File: src/rtl/pipe_ctrl.sv
// pipe_ctrl: hazard and stall controller for a 5-stage in-order pipeline.
//
// Decides, every cycle, which pipeline registers load and which get a bubble.
// Priority order: watchdog halt, memory stall, redirect, load-use, normal.
// Also selects the EX-stage operand forwarding sources, runs a memory-stall
// watchdog that halts the pipe for good, and keeps optional performance
// counters.
//
// Optional feature: define PIPE_CTRL_PERF_EN to build the three performance
// counters. Without it, perf_* are tied to zero and no counter flops exist.
//
// Ports
//   clk, rst                  clock; asynchronous active-low reset
//   id_rs, id_rs_used         ID source registers (NSRC x RA_W) and valid flags
//   ex_rs, ex_rs_used         EX source registers and valid flags
//   ex_valid/ex_we/ex_is_load/ex_rd   EX instruction info
//   mem_valid/mem_we/mem_rd   MEM instruction info
//   wb_valid/wb_we/wb_rd      WB instruction info
//   redirect                  taken branch/jump resolved in MEM
//   inst_read, inst_resp      instruction memory handshake
//   data_req, data_resp       data memory handshake
//   ld_*                      load enables for PC and stage registers
//   flush_*                   bubble insertion for stage registers
//   fwd_sel                   per EX source: 00 regfile, 01 EX/MEM, 10 MEM/WB
//   timeout                   sticky watchdog flag
//   perf_stall/flush/lu       performance counters (32 bit, wrapping)
module pipe_ctrl #(
    parameter int RA_W = 5,
    parameter int NSRC = 2,
    parameter int WD_W = 8
) (
    input  logic                 clk,
    input  logic                 rst,
    input  logic [NSRC*RA_W-1:0] id_rs,
    input  logic [NSRC-1:0]      id_rs_used,
    input  logic [NSRC*RA_W-1:0] ex_rs,
    input  logic [NSRC-1:0]      ex_rs_used,
    input  logic                 ex_valid,
    input  logic                 ex_we,
    input  logic                 ex_is_load,
    input  logic [RA_W-1:0]      ex_rd,
    input  logic                 mem_valid,
    input  logic                 mem_we,
    input  logic [RA_W-1:0]      mem_rd,
    input  logic                 wb_valid,
    input  logic                 wb_we,
    input  logic [RA_W-1:0]      wb_rd,
    input  logic                 redirect,
    input  logic                 inst_read,
    input  logic                 inst_resp,
    input  logic                 data_req,
    input  logic                 data_resp,
    output logic                 ld_pc,
    output logic                 ld_if_id,
    output logic                 ld_id_ex,
    output logic                 ld_ex_mem,
    output logic                 ld_mem_wb,
    output logic                 flush_if_id,
    output logic                 flush_id_ex,
    output logic                 flush_ex_mem,
    output logic [2*NSRC-1:0]    fwd_sel,
    output logic                 timeout,
    output logic [31:0]          perf_stall,
    output logic [31:0]          perf_flush,
    output logic [31:0]          perf_lu
);

    typedef enum logic [1:0] {
        RUN     = 2'd0,
        MEMWAIT = 2'd1,
        HALT    = 2'd2
    } state_t;

    localparam logic [WD_W-1:0] WD_MAX = '1;

    state_t          state, state_nxt;
    logic [WD_W-1:0] wd, wd_nxt;
    logic            mem_stall;
    logic            lu_hit;
    logic            load_use;
    logic            halted;
    logic            redir_act;
    logic            lu_act;

    assign mem_stall = (inst_read & ~inst_resp) | (data_req & ~data_resp);
    assign halted    = (state == HALT);

    always_comb begin
        lu_hit = 1'b0;
        for (int i = 0; i < NSRC; i++) begin
            if (id_rs_used[i] && (id_rs[i*RA_W +: RA_W] == ex_rd))
                lu_hit = 1'b1;
        end
    end

    assign load_use = ex_valid & ex_is_load & ex_we & (ex_rd != '0) & lu_hit;

    // Qualified events after priority resolution; rst gates them so that
    // nothing is reported while reset is held.
    assign redir_act = rst & ~halted & ~mem_stall & redirect;
    assign lu_act    = rst & ~halted & ~mem_stall & ~redirect & load_use;

    // Watchdog counts consecutive stall cycles and saturates at its maximum.
    always_comb begin
        wd_nxt = '0;
        if (mem_stall)
            wd_nxt = (wd == WD_MAX) ? wd : wd + WD_W'(1);
    end

    // Halt is taken on the edge where the watchdog reaches its maximum.
    always_comb begin
        state_nxt = state;
        case (state)
            RUN: begin
                if (wd_nxt == WD_MAX)
                    state_nxt = HALT;
                else if (mem_stall)
                    state_nxt = MEMWAIT;
            end
            MEMWAIT: begin
                if (wd_nxt == WD_MAX)
                    state_nxt = HALT;
                else if (!mem_stall)
                    state_nxt = RUN;
            end
            HALT:    state_nxt = HALT;
            default: state_nxt = RUN;
        endcase
    end

    always_ff @(posedge clk or negedge rst) begin
        if (!rst) begin
            state   <= RUN;
            wd      <= '0;
            timeout <= 1'b0;
        end else begin
            state   <= state_nxt;
            wd      <= wd_nxt;
            timeout <= timeout | halted;
        end
    end

    // Stage control and forwarding; everything is forced low under reset.
    always_comb begin
        ld_pc        = 1'b0;
        ld_if_id     = 1'b0;
        ld_id_ex     = 1'b0;
        ld_ex_mem    = 1'b0;
        ld_mem_wb    = 1'b0;
        flush_if_id  = 1'b0;
        flush_id_ex  = 1'b0;
        flush_ex_mem = 1'b0;
        fwd_sel      = '0;
        if (rst) begin
            if (redir_act) begin
                ld_pc        = 1'b1;
                ld_if_id     = 1'b1;
                ld_id_ex     = 1'b1;
                ld_ex_mem    = 1'b1;
                ld_mem_wb    = 1'b1;
                flush_if_id  = 1'b1;
                flush_id_ex  = 1'b1;
                flush_ex_mem = 1'b1;
            end else if (lu_act) begin
                // Hold PC and IF/ID, let the load advance, bubble into EX.
                ld_id_ex     = 1'b1;
                ld_ex_mem    = 1'b1;
                ld_mem_wb    = 1'b1;
                flush_id_ex  = 1'b1;
            end else if (!halted && !mem_stall) begin
                ld_pc        = 1'b1;
                ld_if_id     = 1'b1;
                ld_id_ex     = 1'b1;
                ld_ex_mem    = 1'b1;
                ld_mem_wb    = 1'b1;
            end
            for (int i = 0; i < NSRC; i++) begin
                if (ex_rs_used[i] && (ex_rs[i*RA_W +: RA_W] != '0)) begin
                    if (mem_valid && mem_we && (mem_rd == ex_rs[i*RA_W +: RA_W]))
                        fwd_sel[2*i +: 2] = 2'b01;
                    else if (wb_valid && wb_we && (wb_rd == ex_rs[i*RA_W +: RA_W]))
                        fwd_sel[2*i +: 2] = 2'b10;
                end
            end
        end
    end

`ifdef PIPE_CTRL_PERF_EN
    always_ff @(posedge clk or negedge rst) begin
        if (!rst) begin
            perf_stall <= '0;
            perf_flush <= '0;
            perf_lu    <= '0;
        end else if (!halted) begin
            if (mem_stall)
                perf_stall <= perf_stall + 32'd1;
            if (redir_act)
                perf_flush <= perf_flush + 32'd1;
            if (lu_act)
                perf_lu    <= perf_lu + 32'd1;
        end
    end
`else
    assign perf_stall = '0;
    assign perf_flush = '0;
    assign perf_lu    = '0;
`endif

endmodule

File: config.mk
export PLATFORM = sky130hd
export DESIGN_NAME = pipe_ctrl
export DESIGN_NICKNAME = d
export VERILOG_FILES = /design/src/rtl/pipe_ctrl.sv
export SDC_FILE = /design/constraint.sdc
export NUM_CORES = 1
export LEC_CHECK = 0
export ABC_AREA = 1
export BUFFER_PORTS_ARGS = -buffer_cell sky130_fd_sc_hd__buf_2
export CORE_AREA = 2 2 73 75
export CTS_BUF_LIST = sky130_fd_sc_hd__clkbuf_4
export DETAILED_ROUTE_END_ITERATION = 12
export DIE_AREA = 0 0 75 77
export GPL_ROUTABILITY_DRIVEN = 0
export PLACE_DENSITY_LB_ADDON = 0.1
export SYNTH_ARGS = -nofsm -noshare
export SYNTH_HDL_FRONTEND = slang
export SYNTH_SLANG_ARGS = --single-unit
File: constraint.sdc
create_clock -name clk -period 1.75 [get_ports clk]
set_input_delay 0.0875 -clock clk [delete_from_list [all_inputs] [get_ports clk]]
set_output_delay 0.0875 -clock clk [all_outputs]
set_load 0.01 [all_outputs]
==> run summary, run 1 <==
- Avg WL per Cell: 8.56 µm
- synthesized area divided by synthesized cell count: 6.48 µm²
- Fillers: 568
- largest net degree at the start of global routing: 12
- data arrival at the endpoint of the critical path: 1780 ps
- TNS Setup: 0 ps
- register clock-pin slew on the reported worst setup and hold paths: 70 ps
- share of flip-flops with an asynchronous set or reset after synthesis: 100%
- total power: 751 µW
- iteration-0 DRC count of the detailed router: 33
- critical path required time: 1960 ps
- post-placement worst setup slack: 192 ps
- via count of the routed design: 1619
- Commonest cells post-synth: sky130_fd_sc_hd__buf_4, sky130_fd_sc_hd__nand2_1, sky130_fd_sc_hd__inv_1
- final net count: 418
- number of I/O pins: 162
- slowest cell on the critical path: sky130_fd_sc_hd__dfrtp_1
- cell types with the largest area share after synthesis: sky130_fd_sc_hd__buf_4, sky130_fd_sc_hd__dfrtp_1, sky130_fd_sc_hd__nand2_1, sky130_fd_sc_hd__inv_1, sky130_fd_sc_hd__nor2_1
- number of synthesized register bits: 11
- first-pass iteration count of the detailed router: 4
- highest achievable clock rate: 635 MHz
- Max Cap Violations: 0
- R2R Setup Slk: 180 ps
- DIE HEIGHT: 77 µm
- final-layout worst hold slack: 185 ps
- total die area: 5780 µm²
- antenna violations before repair: 0
- H-Tree Level Count: 1
- share of the synthesized area in the top cell type: 39.0%
- input/output buffers: 65
- Peak supply drop: 0.214 mV
- register area: 275 µm²
- Root Buffer: sky130_fd_sc_hd__clkbuf_4
- Initial Utilization: 38.6%
- Skew-Pair Late Insertion Delay: 260 ps
- number of buffers inserted by post-CTS setup repair: 0
- synthesis-to-layout area growth: 3.58%
- Worst Path Buf+Inv: 0
- Top Family by Delay on Critical Path: simple AND/OR/NAND/NOR gates
- stage delay of the slowest cell on the critical path: 420 ps
- count of flip-flops with a built-in enable after synthesis: 0
- Post-Syn Area: 1920 µm²
- most used flip-flop cell after synthesis: sky130_fd_sc_hd__dfrtp_1
- floorplan die width: 75 µm
- number of hold violations in the final report: 0
- final setup violation count: 0
- run status: completed
- deepest clock path buffer count: 2
- area of the core region: 4980 µm²
- library cell occupying the most area in the post-synthesis netlist: sky130_fd_sc_hd__buf_4
- area occupied by multi-input gates: 1120 µm²
- final period demand of the worst path: 1570 ps
- Final WS setup: 175 ps
- remaining global-route overflow: 0
- global-route total usage across every layer: 11.6%
- capturing element type of the critical path: register
- cell with the most instances after synthesis: sky130_fd_sc_hd__buf_4
- Crit path top cell by count: sky130_fd_sc_hd__nand2_1
- Final HPWL DP: 3.28 mm
- overall routed net length: 3.71 mm
- worst reg2reg endpoint: state[1]
- Setup crit start kind: register
- worst path cell trace: ha_2, nand2_2, nor2_4, nand2_4, nand2_1, nand2_1, nor2_1, nand2_1, nor2_2, nand3_1, nand2_1
- type of the most critical hold path: in2async
- total of warnings raised by yosys: 0
- setup repair after global routing missed its margin: false
- wire length of the first global-routing pass: 5.44 mm
- Final Max Tran Viols: 0
- total CTS buffers: 3
- Diodes inserted: 0
- final design area excluding fillers: 1990 µm²
- antenna viol nets, final: 0
- type of the setup path with the least slack: reg2reg
- fraction of final layout cells with drive strength greater than 1: 21.5%
- power density normalized to cell area: 377 nW/µm²
- sequential fraction of the synthesis area: 14.3%
- leakage power of the design: 0.00125 µW
- number of remaining DRC errors: 0
- startpoint of the most critical register-to-register path: wd[0]
- Period Utilization, post-route: 90.0%
- DR vias/cell: 3.74
- dpl cell area: 1950 µm²
- maximum net fanout on the critical path: 8
- TritonCTS clock tree: built
- Synth Instances: 297
- vias in the first global route: 1350
- number of distinct library cells after synthesis: 26
- Worst Reg2Reg Path Length in Cells: 11
- Sink Count: 11
- row count: 26
- final setup skew: 3.74 ps
-- worst max path at each step --
stage | end | cells after the start | start
global placement | state[1] | 8 | wd[0]
floorplan | state[0] | 7 | wd[0]
detailed placement | state[1] | 8 | wd[0]
global route | state[1] | 11 | wd[0]
finish | state[1] | 11 | wd[0]
CTS | state[1] | 8 | wd[0]
-- stage by stage --
stage	util, %	std cells
final	40.0	433
after global routing	40.0	433
after CTS	40.0	433
after detailed placement	39.2	428
after global placement	39.2	428
after floorplan	-	392
-- layer usage --
layer  global-route usage (%)  vias up  share of wire [%]
li1                         -      852                  -
met1                     14.6      683                 40
met2                     20.7       84                 50
met3                     1.18        0                9.6
met4                     2.68        0                  0
met5                        0        -                  0
-- area by class of cell --
cell class | instances | area share (%)
Timing Repair Buffer | 68 | 17.6
Multi-Input combinational cell | 246 | 56.3
Sequential cell | 11 | 13.8
Inverter | 34 | 6.41
Tap cell | 70 | 4.40
Clock buffer | 4 | 1.51
-- power breakdown --
group          internal, µW  total (µW)  leakage, µW  switching, µW
registers               260         268     0.000141           8.05
clock network           104         186    0.0000184           82.7
logic                  95.8         297      0.00109            201
total                   460         751      0.00125            292
-- repair_timing --
action,CTS,global route
endpoints found under the hold margin,11,0
hold buffers,1,0
endpoints found under the setup margin,0,1
gates resized for setup,0,1
-- kinds of logic (layout without fill, tap and decap cells) --
kind of cell | count (synthesis) | in the layout | share of synthesized area [%]
DFF | 11 | 11 | 14.3
buffers and inverters | 135 | 106 | 46.1
other | 1 | 96 | 0.195
adders and majority gates | 1 | 1 | 0.651
xor gates and xnor gates | 16 | 16 | 7.29
and+or+nand+nor | 112 | 112 | 25.4
AOI/OAI and AO/OA | 21 | 21 | 6.12
-- cell usage in the layout, fill, tap and decap left out, drive strengths merged --
master	n
dfrtp	11
a21oi	7
nand4	4
inv	34
xnor2	4
nand3	15
nand2	50
o2111ai	1
nand3b	1
xor2	12
o22ai	3
buf	67
o21ai	8
ha	1
or2	1
conb	96
nor3	4
o21bai	2
clkbuf	4
nor4	2
nor2	35
dlygate4sd3	1
-- sequential cells by signal, indices dropped and copies added (netlist names) --
name,count
wd,8
state,2
timeout,1
(Power assumes the default switching activity.)
==> run 2, diff against run 1 <==
Settings changed: PLACE_DENSITY_LB_ADDON 0.1 to 0.12.
==> run 2 against run 1 <==
Worst hold slack gained 7.5 ps. Setup slack better by 19 ps. First-iteration DRC count fell by 18%. Non-clock buffer count is the same. Largest power group unchanged. Via count is 1.2% higher.
==> run summary, run 2 (synthesis gave the netlist of run 1 again) <==
- TritonCTS clock tree: built
- area of the core region: 4980 µm²
- wire length of the first global-routing pass: 5.59 mm
- final setup skew: 1.37 ps
- Worst Reg2Reg Path Length in Cells: 7
- DR vias/cell: 3.78
- Peak supply drop: 0.251 mV
- final net count: 418
- overall routed net length: 3.68 mm
- setup repair after global routing missed its margin: false
- fraction of final layout cells with drive strength greater than 1: 21.5%
- worst reg2reg endpoint: state[0]
- final period demand of the worst path: 1560 ps
- total power: 754 µW
- number of remaining DRC errors: 0
- biggest regs: wd: 8 flops, state: 2 flops, timeout: 1 flops
- TNS Setup: 0 ps
- first-pass iteration count of the detailed router: 4
- Final HPWL DP: 3.31 mm
- critical path required time: 1900 ps
- remaining global-route overflow: 0
- Diodes inserted: 0
- largest net degree at the start of global routing: 12
- R2R Setup Slk: 190 ps
- capturing element type of the critical path: register
- run status: completed
- total die area: 5780 µm²
- Avg WL per Cell: 8.50 µm
- row count: 26
- area occupied by multi-input gates: 1120 µm²
- post-placement worst setup slack: 153 ps
- leakage power of the design: 0.00125 µW
- total CTS buffers: 3
- type of the most critical hold path: in2async
- via count of the routed design: 1638
- Initial Utilization: 38.6%
- iteration-0 DRC count of the detailed router: 27
- input/output buffers: 65
- Setup crit start kind: register
- register area: 275 µm²
- data arrival at the endpoint of the critical path: 1710 ps
- number of hold violations in the final report: 0
- most frequent standard cell in the layout excluding fill and tap cells: sky130_fd_sc_hd__conb_1
- synthesis-to-layout area growth: 3.58%
- H-Tree Level Count: 1
- max reg flops: 8
- commonest cells after routing, fill and taps aside: sky130_fd_sc_hd__conb_1, sky130_fd_sc_hd__buf_2, sky130_fd_sc_hd__nand2_1
- Final Max Tran Viols: 0
- core occupancy in the finished layout: 40.0%
- number of buffers inserted by post-CTS setup repair: 0
- number of I/O pins: 162
- global-route total usage across every layer: 11.7%
- Skew-Pair Late Insertion Delay: 270 ps
- DIE HEIGHT: 77 µm
- Final WS setup: 194 ps
- Root Buffer: sky130_fd_sc_hd__clkbuf_4
- power density normalized to cell area: 378 nW/µm²
- highest achievable clock rate: 643 MHz
- final design area excluding fillers: 1990 µm²
- dpl cell area: 1950 µm²
- Fillers: 572
- register clock-pin slew on the reported worst setup and hold paths: 70 ps
- type of the setup path with the least slack: reg2reg
- Max Cap Violations: 0
- Period Utilization, post-route: 88.9%
- antenna violations before repair: 0
- register bank with the most flops: wd
- deepest clock path buffer count: 2
- vias in the first global route: 1377
- final setup violation count: 0
- Sink Count: 11
- antenna viol nets, final: 0
- startpoint of the most critical register-to-register path: wd[0]
- maximum net fanout on the critical path: 5
- floorplan die width: 75 µm
-- run 2: cell counts in the layout (fill, tap and decap cells not counted) --
No cell type changed its count.
-- run 2: timing repair --
action,4_1_cts,5_1_grt
gates resized for setup,0,1
setup endpoints to repair,0,1
hold buffers,1,0
endpoints found under the hold margin,11,0
-- run 2: worst max path at each step --
stage	from	to	slack (ps)	cells after the start
after detailed placement	wd[0]	state[0]	150	7
after CTS	wd[0]	state[0]	130	7
final	wd[0]	state[0]	190	7
after global routing	wd[0]	state[1]	40	9
after global placement	wd[0]	state[1]	190	8
after floorplan	wd[0]	state[0]	330	7
-- run 2: report_power, final --
group / internal [µW] / leakage [µW] / switching [µW]
Combinational: 95.3 / 0.00109 / 201
Sequential: 260 / 0.000141 / 7.53
Clock: 104 / 0.0000184 / 86.1
-- run 2: cell type report --
type                            count  area share, %
Inverter                           34           6.41
Clock buffer                        4           1.51
Multi-Input combinational cell    246           56.3
Sequential cell                    11           13.8
Timing Repair Buffer               68           17.6
Tap cell                           70           4.40
-- run 2: per-layer routing --
layer	vias up	share of wire [%]	GRT usage (%)
li1	851	-	-
met1	698	40	14.0
met2	89	49	21.2
met3	0	11	1.97
met4	0	0	2.68
met5	-	0	0
-- run 2: worst max-delay path, stage by stage (launching register included) --
cell and delay [ps]:
sky130_fd_sc_hd__dfrtp_1 420, sky130_fd_sc_hd__ha_2 230, sky130_fd_sc_hd__nand2_2 120, sky130_fd_sc_hd__inv_1 60, sky130_fd_sc_hd__o21ai_0 240, sky130_fd_sc_hd__nand3_1 140, sky130_fd_sc_hd__nor2_2 150, sky130_fd_sc_hd__a21oi_1 80
-- run 2: stage by stage --
stage,hold WS [ps],std cells
floorplan,-208,392
global placement,-61.1,428
detailed placement,-59.7,428
CTS,189,433
global route,186,433
finish,193,433
